<file path="src/rtl/level_load_ctrl.sv">
`timescale 1ns/1ps
// Level loader: walks one level's bricks out of the level ROM and hands each
// non-empty brick (pixel position, RAM index, type) to the brick RAM/plotter.
//
//   state   | meaning
//   --------+-----------------------------------------------------------
//   IDLE    | waiting for start
//   FETCH   | rom_address presented for the current brick
//   CAPTURE | rom_data valid; register type, position and RAM index
//   WRITE   | load asserted until ready accepts the brick
//   DONE    | one-cycle done pulse, then back to IDLE
module level_load_ctrl #(
  parameter int COLS       = 10,
  parameter int ROWS       = 8,
  parameter int NUM_LEVELS = 12,
  parameter int BRICK_W    = 32,
  parameter int BRICK_H    = 16,
  parameter int X_ORIGIN   = 0,
  parameter int Y_ORIGIN   = 40,
  parameter int SKIP_EMPTY = 1
) (
  input  logic       clk,
  input  logic       resetn,
  input  logic       start,
  input  logic [9:0] selection,
  input  logic [2:0] rom_data,
  input  logic       ready,
  output logic [9:0] rom_address,
  output logic       load,
  output logic [9:0] x_out,
  output logic [9:0] y_out,
  output logic [9:0] address,
  output logic [2:0] brick_type,
  output logic       busy,
  output logic       done
);

  localparam int BRICKS = COLS * ROWS;
  localparam int IDX_W  = $clog2(BRICKS);
  localparam logic [IDX_W-1:0] LAST_IDX = IDX_W'(BRICKS - 1);

  typedef enum logic [2:0] {IDLE, FETCH, CAPTURE, WRITE, DONE} state_t;

  state_t           state;
  logic [9:0]       sel;
  logic [IDX_W-1:0] index;

  logic [9:0]       sel_eff;
  logic [9:0]       start_addr;
  logic [9:0]       next_addr;
  logic [9:0]       col_x;
  logic [9:0]       row_y;
  logic [IDX_W-1:0] index_nxt;
  logic             is_last;
  logic             skip;

  // Out-of-range level numbers fall back to level 0; pixel math truncates to 10 bits.
  always_comb begin
    sel_eff    = (int'(selection) >= NUM_LEVELS) ? 10'd0 : selection;
    start_addr = 10'(int'(sel_eff) * BRICKS);
    index_nxt  = index + 1'b1;
    next_addr  = 10'(int'(sel) * BRICKS + int'(index_nxt));
    col_x      = 10'(X_ORIGIN + (int'(index) % COLS) * BRICK_W);
    row_y      = 10'(Y_ORIGIN + (int'(index) / COLS) * BRICK_H);
    is_last    = (index == LAST_IDX);
    skip       = (SKIP_EMPTY != 0) && (rom_data == 3'd0);
  end

  always_ff @(posedge clk or negedge resetn) begin
    if (!resetn) begin
      state       <= IDLE;
      sel         <= '0;
      index       <= '0;
      rom_address <= '0;
      load        <= 1'b0;
      x_out       <= '0;
      y_out       <= '0;
      address     <= '0;
      brick_type  <= '0;
      busy        <= 1'b0;
      done        <= 1'b0;
    end else begin
      done <= 1'b0;
      case (state)
        IDLE: begin
          if (start) begin
            sel         <= sel_eff;
            index       <= '0;
            rom_address <= start_addr;
            busy        <= 1'b1;
            state       <= FETCH;
          end
        end
        FETCH: state <= CAPTURE;
        CAPTURE: begin
          brick_type <= rom_data;
          x_out      <= col_x;
          y_out      <= row_y;
          address    <= 10'(index);
          if (!skip) begin
            load  <= 1'b1;
            state <= WRITE;
          end else if (is_last) begin
            busy  <= 1'b0;
            done  <= 1'b1;
            state <= DONE;
          end else begin
            index       <= index_nxt;
            rom_address <= next_addr;
            state       <= FETCH;
          end
        end
        WRITE: begin
          if (ready) begin
            load <= 1'b0;
            if (is_last) begin
              busy  <= 1'b0;
              done  <= 1'b1;
              state <= DONE;
            end else begin
              index       <= index_nxt;
              rom_address <= next_addr;
              state       <= FETCH;
            end
          end
        end
        DONE:    state <= IDLE;
        default: state <= IDLE;
      endcase
    end
  end

endmodule

</file>
<file path="config.mk">
export PLATFORM = sky130hd
export DESIGN_NAME = level_load_ctrl
export DESIGN_NICKNAME = d
export VERILOG_FILES = /design/src/rtl/level_load_ctrl.sv
export SDC_FILE = /design/constraint.sdc
export NUM_CORES = 1
export LEC_CHECK = 0
export ABC_AREA = 1
export CAP_MARGIN = 25
export CORE_ASPECT_RATIO = 1.5
export CORE_MARGIN = 2
export CORE_UTILIZATION = 47
export CTS_CLUSTER_DIAMETER = 40
export DETAILED_ROUTE_END_ITERATION = 8
export PLACE_DENSITY_LB_ADDON = 0.25
export RECOVER_POWER = 25
export SLEW_MARGIN = 20
export SYNTH_ARGS = -nofsm -noshare
export SYNTH_HDL_FRONTEND = slang
export SYNTH_SLANG_ARGS = --single-unit
</file>
<file path="constraint.sdc">
create_clock -name clk -period 2.56 [get_ports clk]
set_clock_uncertainty 0.05 [all_clocks]
set_input_delay 0.384 -clock clk [delete_from_list [all_inputs] [get_ports clk]]
set_output_delay 0.384 -clock clk [all_outputs]
set_load 0.05 [all_outputs]
</file>
==> results of run 1 <==
==> cell type report <==
class / count / area, sq um
clock buffers: 6 / 72.6
clock inverters: 1 / 8.76
fillers: 533 / 2200
inverters: 45 / 171
multi-input cells: 266 / 1770
flip-flops and latches: 45 / 1130
well taps: 74 / 92.6
repair buffers: 77 / 684
==> worst paths after layout <==
path | from | endpoint | cells past startpoint
worst max register to register | index[1] | rom_address[8] | 13
max in group asynchronous | resetn | address[3] | 2
worst min register to register | y_out[3] | y_out[3] | 1
min in group clk | y_out[3] | y_out[3] | 1
worst max-delay path | selection[3] | rom_address[9] | 15
worst min-delay path | resetn | y_out[3] | 2
==> report_power, final <==
group | internal, mW | total (mW) | switching [mW]
clock | 0.190 | 0.440 | 0.250
combinational | 0.560 | 1.81 | 1.25
sequential | 0.867 | 0.957 | 0.0901
==> repair_timing <==
| action | CTS | global route |
|---|---|---|
| endpoints found under the setup margin | 3 | 8 |
| setup buffers | 2 | 4 |
| gates resized for setup | 11 | 33 |
| pin swaps | 12 | 28 |
==> layer usage <==
layer | vias to the layer above | global-route usage [%] | wire length [microns]
met1 | 1172 | 21.6 | 2580
met4 | 0 | 9.80 | 254
met2 | 62 | 40.3 | 3990
met3 | 22 | 3.38 | 214
met5 | - | 0 | 0
li1 | 1275 | - | -
==> metrics by stage <==
step | instance area, sq um | total power, mW | cells | util [%] | TNS [ps]
floorplan | 3060 | 2.20 | 378 | - | -101
global placement | 3670 | 2.74 | 502 | 59.8 | -888
detailed placement | 3670 | 2.77 | 502 | 59.8 | -1050
CTS | 3800 | 3.21 | 511 | 62.0 | 0
global route | 3930 | 3.43 | 514 | 64.1 | -358
finish | 3930 | 3.21 | 514 | 64.1 | 0
==> layout by cell type, fill, tap and decap left out, types with 6 or more instances in the layout <==
master and instances:
nor3_1 6, nand3_1 13, nand2_1 93, o21ai_0 18, conb_1 13, clkdlybuf4s50_1 45, inv_1 31, inv_2 11
buf_4 25, nand2_2 10, ha_1 9, xor2_1 8, nand3_2 10, nand2_4 8, dfrtp_1 45, nor2_1 21
==> kinds of logic after synthesis <==
family / after synthesis / synth area share (%)
other: 1 / 0.126
adders and majority gates: 19 / 8.71
buffers and inverters: 67 / 10.8
xor gates and xnor gates: 16 / 4.69
and+or+nand+nor: 179 / 30.3
DFF: 45 / 37.7
AOI/OAI and AO/OA: 39 / 7.71
==> flip-flops by register name, summed over array words and instances (netlist names) <==
register	cells
rom_address	6
sel	6
y_out	6
done	1
state	3
address	7
index	7
load	1
x_out	4
busy	1
brick_type	3
==> critical path, stage by stage <==
cell and delay [ps]:
clkdlybuf4s50_1 450, inv_1 60, o21ai_2 190, nor2_4 60
inv_2 80, buf_4 110, nor2_1 60, ha_2 190
ha_4 160, fa_2 390, xnor2_2 170, xor2_1 170
a21oi_1 90, o21ai_1 90, nand2_1 60
==> results.md, run 1 <==
* Status: complete, no violations
* Crit Path Max Fanout at 3
* Distinct cell type count after synthesis at 39
* Ys Warns at 0
* Leading area contributor after synthesis: dfrtp_1
* I/O Buffers at 50
* Routed Antenna Nets at 0
* Leading cell type by number of instances after synthesis: nand2_1
* Worst skew pair latency at 300 ps
* Vias in the first global route at between 2k and 3k
* Die footprint at around 7000 sq um
* Yosys top cell area share at approximately 38%
* Crit path capture type: register
* Crit Path Class: in -> reg
* Io pins at 63
* Final slew viol count at 0
* Num CTS Buffers at 5
* Setup WS pre-CTS at -624 ps
* DRT Pass-1 Iters at 5
* Drt drc at 0
* Core Box Area at between 6000 and 7000 sq um
* Synth Instances at around 370
* Tmin final at between 2000 and 3000 ps
* Layout cells sized above 1 at between 20% and 30%
* Slew @ Worst Pin at around 1100 ps
* Maximum clock rate at 391 MHz
* WHS at 319 ps
* # Max-Cap Violations at 0
* Cell Pwr Density at 816 nW/um^2
* Final GP Congestion at between 0.8 and 0.9
* Total Nets Final at 476
* Post-synthesis average cell area at just over 8 sq um
* Worst hold path class: in -> async
* Global route overflow at 0
* Drt wl/cell at 13.7 microns
* Initial antenna violation count at 0
* Rows at 35
* Die X at 69.1 microns
* CP required at about 2700 ps
* Tcrit/Tclk final at 99.8%
* Clock root buffer: clkbuf_8
* EDFF count, synth at 0
* P&R area growth vs syn at 31.4%
* RSZ-0062 raised after global routing: yes
* Top_reg_cell synth: dfrtp_1
* Largest net degree at the start of global routing at between 40 and 50
* Worst slew margin at roughly 26%
* Final HPWL DP at about 5200 microns
* N_diodes at 0
* Max VDD drop at approximately 0.6 mV
* Via count at 2,531
* Setup WS post-layout at between 4 and 5 ps
* Initial DRC Count at 93
* Static leakage at 2.03 nW
* First-pass GRT wire length at 11,600 microns
* FFs w/ async S/R, synth at 100%
* Post-synthesis cell area at 2990 sq um
* FF+latch count, synth at 45
* DR vias/cell at between 4 and 5
* TritonCTS clock tree: built
* Worst-path clk slew at roughly 90 ps
* H-tree depth at 2
* Die Y at just over 100 microns
* Commonest cells in the synthesized netlist: 95 x nand2_1, 45 x dfrtp_1, 35 x inv_1
* Sequential area share after synthesis at about 38%
* Starting Density at ~50%
* Routed wire length at around 7000 microns
* Crit path launch type: input pin
* FF-to-FF setup slack at roughly 30 ps
* Post-CTS Hold Buffers at 0
* Buffer levels on the longest clock path at 2
* Endpoints failing setup at 0
* Area contributors post-synth: dfrtp_1 38%, nand2_1 12%, ha_1 6.7%, inv_1 4.4%, buf_4 4.3%
* Hold Vio Cnt, Final at 0
* Total GRT Usage at between 20% and 30%
* Worst path arrival time at 2700 ps
* Clk sink count at 45
Power figures use the tool's default switching activity.
==> run 2: changes to the inputs <==
==> constraint.sdc (replaced) <==
create_clock -name clk -period 2.56 [get_ports clk]
set_clock_uncertainty 0.05 [all_clocks]
set_input_delay 0.384 -clock clk [delete_from_list [all_inputs] [get_ports clk]]
set_output_delay 0.384 -clock clk [all_outputs]
set_load 0.01 [all_outputs]
==> results of run 2 <==
The final DEF is identical to that of run 1. Status: complete, no violations.
Among the figures that moved: total power 3.21 mW -> 2.76 mW; worst IR drop on VDD 0.600 mV -> 0.528 mV
==> run 3: changes to the inputs <==
--- a/config.mk
+++ b/config.mk
@@ -6,7 +6,7 @@
 export NUM_CORES = 1
 export LEC_CHECK = 0
 export ABC_AREA = 1
-export CAP_MARGIN = 25
+export CAP_MARGIN = 40
 export CORE_ASPECT_RATIO = 1.5
 export CORE_MARGIN = 2
 export CORE_UTILIZATION = 47
==> results of run 3 <==
The final DEF is identical to that of run 1. Status: complete, no violations.
Among the figures that moved: total power 3.21 mW -> 2.76 mW; worst IR drop on VDD 0.600 mV -> 0.528 mV
==> edit, RTL diff (settings of run 3) <==
The parameter `COLS` goes from 10 to 11.
--- a/src/rtl/level_load_ctrl.sv
+++ b/src/rtl/level_load_ctrl.sv
@@ -10,7 +10,7 @@
 //   WRITE   | load asserted until ready accepts the brick
 //   DONE    | one-cycle done pulse, then back to IDLE
 module level_load_ctrl #(
-  parameter int COLS       = 10,
+  parameter int COLS       = 11,
   parameter int ROWS       = 8,
   parameter int NUM_LEVELS = 12,
   parameter int BRICK_W    = 32,
Formal check against the unedited RTL: not equivalent (Yosys sat finds a counterexample within 4 cycles, from zero or initial values and one cycle with resetn low).
==> edit against run 3 <==
The run now ends with negative setup slack left. Area after synthesis grew 28%. Total power rose by 28%. Via count rose by 48%. Wire length rose by 51%. Design area grew 47%. Core utilization up 8.3 points. Synthesized cell count rose by 36%. Worst setup slack got worse by 0.53 ns. Register-to-register slack worse by 0.53 ns. Sequential cell count rose by 3.
==> edit: results (changes against run 3) <==
stage	metric	value	unit	change
status	status	finished with violations		
status	failing checks	negative setup slack		
placement	GPL Wtd Cong	0.8736		+7.0%
drt	Vias	3756		+48%
cells_and_area	post-route cell area	5758	um^2	+47%
sta	final setup violation count	12		+12
drt	drt pass-1 iters	4		-1
logic_synthesis	sequential-to-total area share from yosys stat	0.3140		-0.06285
drt	Iteration-0 DRC Markers	170		+83%
placement	dpl hpwl	7588	um	+45%
clock_network	CTS root buf	clkbuf_16		
logic_synthesis	adder-cell share of the synthesized area	0.1380		+0.05094
clock_network	Post-CTS Resized	64		+53
placement	Placed Cells	718		+43%
logic_synthesis	XOR/XNOR share of the synthesized area	0.04580		-0.001105
power	leakage power	0.002941	uW	+45%
logic_synthesis	compound-cell area share of the yosys netlist	0.07949		+0.002438
logic_synthesis	dominant cells by area after synthesis	dfrtp_1 31%, nand2_1 13%, ha_1 10%, inv_1 6.8%, fa_1 3.7%		
critical_path	Arr. time, crit path	3.20	ns	+0.50 ns
drt	Total Wirelength	10600	um	+51%
grt	GRT Overall Usage	0.2458		+0.03808
clock_network	post-CTS setup buffer count	16		+14
cells_and_area	NumNets Final	698		+47%
placement	post-place setup slack	-1.133	ns	-0.5086 ns
critical_path	Worst R2R End	rom_address[9]$_DFFE_PN0P_		
critical_path	family with the most delay on the worst path	simple AND/OR/NAND/NOR gates		
critical_path	CP max-delay cell	or4_4		
power	Psw	1412	uW	+23%
power	VDD IR max	0.5167	mV	-2.1%
drt	wire per inst	14.15	um	+3.3%
sta	final setup margin	-0.5279	ns	-0.5319 ns
placement	Area after DPL	5077	um^2	+38%
critical_path	R2R depth	15		+2
cells_and_area	share of cells above drive strength 1	0.3494		+0.1039
sta	final setup TNS	-3.656	ns	-3.656 ns
logic_synthesis	most instantiated cells after synthesis	128 x nand2_1, 69 x inv_1, 48 x dfrtp_1, 31 x ha_1, 29 x nor2_1		
grt	maximum number of pins on one net before global-route repair	29		-37%
grt	first-pass GRT wire length	17500	um	+51%
logic_synthesis	count of cell types in the netlist	44		+13%
## edit: worst min-delay path by stage
stage / endpoint / start
after floorplan: address[0]$_DFFE_PN0P_ / resetn
after global placement: state[0]$_DFFE_PN0P_ / resetn
after detailed placement: state[0]$_DFFE_PN0P_ / resetn
after CTS: state[0]$_DFFE_PN0P_ / resetn
after global routing: state[0]$_DFFE_PN0P_ / resetn
final: address[0]$_DFFE_PN0P_ / resetn
## edit: cell type report
class,count,share of cell area
multi-input cells,361,0.4615
repair buffers,154,0.2258
well taps,105,0.02282
clock buffers,6,0.02412
flip-flops and latches,48,0.2093
clock inverters,2,0.006736
inverters,73,0.04976
## edit: per-layer routing
| metal | GRT usage | vias up | part of all wire |
|---|---|---|---|
| li1 | - | 1835 | - |
| met1 | 0.2435 | 1806 | 0.35 |
| met2 | 0.4971 | 88 | 0.59 |
| met3 | 0.02760 | 27 | 0.023 |
| met4 | 0.1095 | 0 | 0.036 |
| met5 | 0 | - | 0 |
